===== config.mk =====
export PLATFORM = sky130hd
export DESIGN_NAME = procyon_fifo_reader
export DESIGN_NICKNAME = d
export VERILOG_FILES = /design/src/rtl/procyon_fifo_reader.sv
export SDC_FILE = /design/constraint.sdc
export NUM_CORES = 1
export LEC_CHECK = 0
export CAP_MARGIN = 20
export CORE_ASPECT_RATIO = 1.4
export CORE_MARGIN = 5
export CORE_UTILIZATION = 45
export CTS_BUF_LIST = sky130_fd_sc_hd__clkbuf_8
export DETAILED_ROUTE_END_ITERATION = 6
export DONT_BUFFER_PORTS = 1
export GPL_TIMING_DRIVEN = 0
export PLACE_DENSITY_LB_ADDON = 0.15
export SLEW_MARGIN = 0
export SYNTH_ARGS = -nofsm -noshare
export SYNTH_HDL_FRONTEND = slang
export SYNTH_SLANG_ARGS = --single-unit

===== constraint.sdc =====
create_clock -name clk -period 2.1 [get_ports clk]
set_input_delay 0.525 -clock clk [delete_from_list [all_inputs] [get_ports clk]]
set_output_delay 0.525 -clock clk [all_outputs]
set_load 0.01 [all_outputs]

===== src/rtl/procyon_fifo_reader.sv =====
// Sync-FIFO read-side consumer: issues pops, captures the one-cycle-late read
// data into a small circular skid buffer and presents it as a valid/ready stream.

module procyon_fifo_reader_chk #(
    parameter int DEPTH = 3,
    parameter int CW    = 2
) (
    input logic          clk,
    input logic          rst,
    input logic [CW-1:0] count,
    input logic          inflight
);

    localparam logic [CW:0] DEPTH_W = (CW+1)'(DEPTH);

    a_no_overflow: assert property (@(posedge clk) disable iff (rst)
        (({1'b0, count} + {{CW{1'b0}}, inflight}) <= DEPTH_W));

endmodule

module procyon_fifo_reader #(
    parameter int OPTN_DATA_WIDTH = 8,
    parameter int OPTN_BUF_DEPTH  = 3
) (
    input  logic                       clk,
    input  logic                       rst,
    input  logic                       i_flush,
    input  logic                       i_fifo_valid,
    input  logic [OPTN_DATA_WIDTH-1:0] i_fifo_data,
    output logic                       o_fifo_ack,
    output logic                       o_valid,
    output logic [OPTN_DATA_WIDTH-1:0] o_data,
    input  logic                       i_ready
);

    localparam int CW = $clog2(OPTN_BUF_DEPTH + 1);
    localparam int IW = $clog2(OPTN_BUF_DEPTH);
    localparam logic [CW:0]   DEPTH_W  = (CW+1)'(OPTN_BUF_DEPTH);
    localparam logic [IW-1:0] LAST_IDX = IW'(OPTN_BUF_DEPTH - 1);

    logic [OPTN_DATA_WIDTH-1:0] buf_r [OPTN_BUF_DEPTH];
    logic [IW-1:0]              head_r;
    logic [IW-1:0]              tail_r;
    logic [CW-1:0]              count_r;
    logic                       inflight_r;

    logic                       clear_s;
    logic                       ack_s;
    logic                       push_s;
    logic                       pop_s;
    logic [CW:0]                occupancy_s;
    logic [CW-1:0]              count_nxt_s;
    logic [IW-1:0]              head_nxt_s;
    logic [IW-1:0]              tail_nxt_s;

    // Circular increment that also wraps correctly for non-power-of-2 depths.
    function automatic logic [IW-1:0] next_idx(input logic [IW-1:0] idx);
        if (idx == LAST_IDX) begin
            next_idx = {IW{1'b0}};
        end else begin
            next_idx = idx + IW'(1);
        end
    endfunction

    // Pop request, capture/pop qualification and next-state computation.
    always_comb begin
        clear_s     = rst | i_flush;
        // Inflight word already owns a slot, so it counts toward occupancy.
        occupancy_s = {1'b0, count_r} + {{CW{1'b0}}, inflight_r};
        ack_s       = i_fifo_valid & ~clear_s & (occupancy_s < DEPTH_W);
        push_s      = inflight_r & ~clear_s;
        pop_s       = (count_r != {CW{1'b0}}) & i_ready & ~clear_s;

        count_nxt_s = count_r;
        if (push_s && !pop_s) begin
            count_nxt_s = count_r + CW'(1);
        end else if (!push_s && pop_s) begin
            count_nxt_s = count_r - CW'(1);
        end else begin
            count_nxt_s = count_r;
        end

        head_nxt_s = head_r;
        if (pop_s) begin
            head_nxt_s = next_idx(head_r);
        end else begin
            head_nxt_s = head_r;
        end

        tail_nxt_s = tail_r;
        if (push_s) begin
            tail_nxt_s = next_idx(tail_r);
        end else begin
            tail_nxt_s = tail_r;
        end
    end

    // Control state; reset and flush both empty the buffer and drop any inflight word.
    always_ff @(posedge clk) begin
        if (clear_s) begin
            head_r     <= {IW{1'b0}};
            tail_r     <= {IW{1'b0}};
            count_r    <= {CW{1'b0}};
            inflight_r <= 1'b0;
        end else begin
            head_r     <= head_nxt_s;
            tail_r     <= tail_nxt_s;
            count_r    <= count_nxt_s;
            inflight_r <= ack_s;
        end
    end

    // Data storage is deliberately not reset; o_data is qualified by o_valid.
    always_ff @(posedge clk) begin
        if (push_s) begin
            buf_r[tail_r] <= i_fifo_data;
        end
    end

    assign o_fifo_ack = ack_s;
    assign o_valid    = (count_r != {CW{1'b0}});
    assign o_data     = buf_r[head_r];

    procyon_fifo_reader_chk #(
        .DEPTH (OPTN_BUF_DEPTH),
        .CW    (CW)
    ) u_chk (
        .clk      (clk),
        .rst      (rst),
        .count    (count_r),
        .inflight (inflight_r)
    );

endmodule


==> impl_metrics.ini <==
[sta]
setup_slack_ns = 0.0878
fin_crit_ns = 2.01
fmaxAchievable_ghz = 0.497
rsz0062_at_grt = false
hold_viol = 0
setup_viol = 0
final.period_utilization_pct = 95.8
slew_headroom_pct = 63.8
drv_slew = 0
finClkSkew_ns = 0.00377
worstMarginPinSlew_ns = 0.542

[yosys]
synthDistinctLibCells = 23
ys_ff_latch = 33
syn_area_um2 = 1300
synth_fp_nets = 110
avgSynthCellArea_um2 = 13.9
ys_seq_area_share_pct = 69.1
ys_warn_count = 0
syn_inst = 94

[final_layout]
mostFrequentLayoutCells = edfxtp_1, nand2_1, mux2i_1, o21ai_0, dfxtp_1
nNetsFinal = 120
fin_cells = 142
nFillCells = 259
syn_to_final_growth_pct = 14.3
antennaDiodeCount = 0
mostFrequentLayoutCell = edfxtp_1
drive_above_1_share_pct = 21.9
multi_input_area_um2 = 409
ff_latch_area_um2 = 903

[floorplan]
start_util_pct = 46.2
die-area_um2 = 4090
die_w_um = 55.5
die_height_um = 73.7
io_pins = 23
core-area_um2 = 2820
rows = 23

[route]
drc = 0
wl_met3_um = 175
first_pass_iters = 2
routed_via_density = 5.13
wl_per_cell_um = 14.7
top_layer = met4
wl_met2_um = 1080
num_vias = 728
wl_um = 2090
met1Wirelength_um = 768
drt_iter0_drc = 15
antenna_left = 0

[pwr]
powerDensity_nw_per_um2 = 799
switching_power_w = 0.000220
combPwrFrac_pct = 1.9
seqPwrFrac_pct = 59.3
p_clk_share_pct = 38.9
p_int_w = 0.000970
p_total_w = 0.00119
peakVddDrop_v = 0.000376
leakage_nw = 0.478
swShare_pct = 18.5

[outcome]
run_status = complete, no violations

[worst_setup_path]
crit_chain = ha_2 -> ha_4 -> a2111oi_4
critPathArrivalTime_ns = 1.49
max_stage_delay_ns = 0.41
critical_path.top_delay_family = adder cells
crit_buf_inv = 0
crit_type = reg2out
start_kind = flip-flop
worst_setup_path_end_kind = primary output
path_max_fanout = 5
crit_required_ns = 1.57
cp_slowest_cell = a2111oi_4

[clock_network]
cts_hold_buf = 0
clock_latency_ns = 0.28
clockBufferDepth = 2
clockRootBuffer = clkbuf_8
cts_tree = done
cts_sinks = 33
postCtsSetupRepairBufs = 0
cts_buffers = 5
path_clk_slew_ns = 0.06
h-tree-depth = 2

[global_route]
grt_overflow = 0
grt_max_degree = 11
antenna_found_initial = 0
grt_pass1_wl_um = 3480
grt_pass1_vias = 777
grt.total_usage_pct = 11.9

[placed_design]
port_buffers = 0
gp_congestion = 0.665
post-dp-hpwl_um = 1490
dp_slack_ns = 0.170
placed_cells = 134

[run]
maxCapViolCount = 0

[worst_hold_path]
hold_path_class = in2reg
[cells in the mapped netlist, drive strengths merged]
master    n  area, µm²
nor3b     2       15.0
ha        3       37.5
xor2      2       17.5
inv       2       7.51
or3       2       12.5
nor3      1       5.00
or3b      1       8.76
edfxtp   24        721
mux2i     9       90.1
nand3     1       5.00
buf       2       10.0
or2       2       12.5
dfxtp     9        180
nor2      5       18.8
a21oi     3       18.8
a2111oi   2       30.0
mux2      1       11.3
nand2    12       45.0
clkbuf    1       3.75
o21ai    10       53.8
[final timing paths]
check | start | cells past startpoint | slack [ns] | to
worst min register to register | head_r[1] | 2 | 0.50 | head_r[1]
worst max register to register | count_r[1] | 5 | 0.47 | count_r[1]
worst max-delay path | count_r[0] | 3 | 0.09 | o_fifo_ack
worst min-delay path | i_fifo_data[6] | 0 | 0.34 | buf_r[2][6]
[per-stage QoR]
stage	util [%]	area (µm²)	setup TNS (ns)	hold WS, ns
final	52.8	1490	0	0.338
after floorplan	-	1300	0	0.454
after detailed placement	48.5	1370	0	0.484
after CTS	52.2	1470	0	0.328
after global routing	52.8	1490	0	0.320
after global placement	47.9	1350	-3.43	0.472
[cells by family after synthesis]
kind of cell | share of synthesized area (%)
mux | 7.77
simple gates | 9.40
fa+ha+maj | 2.88
compound gates | 7.87
buf+inv | 1.63
xor+xnor | 1.34
flops | 69.1
[power groups by stage]
| stage | sequential [W] | clock [W] | combinational [W] |
|---|---|---|---|
| after CTS | 0.000705 | 0.000481 | 0.0000224 |
| after floorplan | 0.000718 | 0 | 0.0000171 |
| final | 0.000705 | 0.000463 | 0.0000224 |
| after global routing | 0.000705 | 0.000514 | 0.0000252 |
| after global placement | 0.000719 | 0 | 0.0000197 |
| after detailed placement | 0.000719 | 0 | 0.0000207 |
[sequential cells by signal, indices dropped and copies added, names as in the netlist, named ones only]
| register | flops |
|---|---|
| buf_r | 24 |
| count_r | 2 |
| head_r | 2 |
| tail_r | 2 |
| inflight_r | 1 |
[layout make-up]
class | instances | share of cell area [%]
Buffer | 3 | 1.01
Inverter | 2 | 0.504
Multi-Input combinational cell | 56 | 27.5
Clock buffer | 6 | 5.54
Tap cell | 37 | 3.11
Sequential cell | 33 | 60.6
Timing Repair Buffer | 3 | 1.18
Clock inverter | 2 | 0.588
[what timing repair did]
action | in CTS | in global routing
endpoints found under the setup margin | 1 | 2
resized for setup | 2 | 5
pin swaps | 1 | 1
endpoints found under the hold margin | 0 | 0
[worst register-to-register path, delay by kind of cell, from the launching register on]
| kind | cells | cell delay [ns] |
|---|---|---|
| DFF | 1 | 0.37 |
| AOI/OAI and AO/OA | 1 | 0.14 |
| adders and majority gates | 1 | 0.25 |
| and+or+nand+nor | 3 | 0.81 |
[per-layer routing]
metal	GRT usage, %	vias to the layer above
li1	-	363
met3	5.98	5
met1	10.6	338
met4	8.11	0
met2	20.9	22
met5	0	-
(Power assumes the default switching activity.)
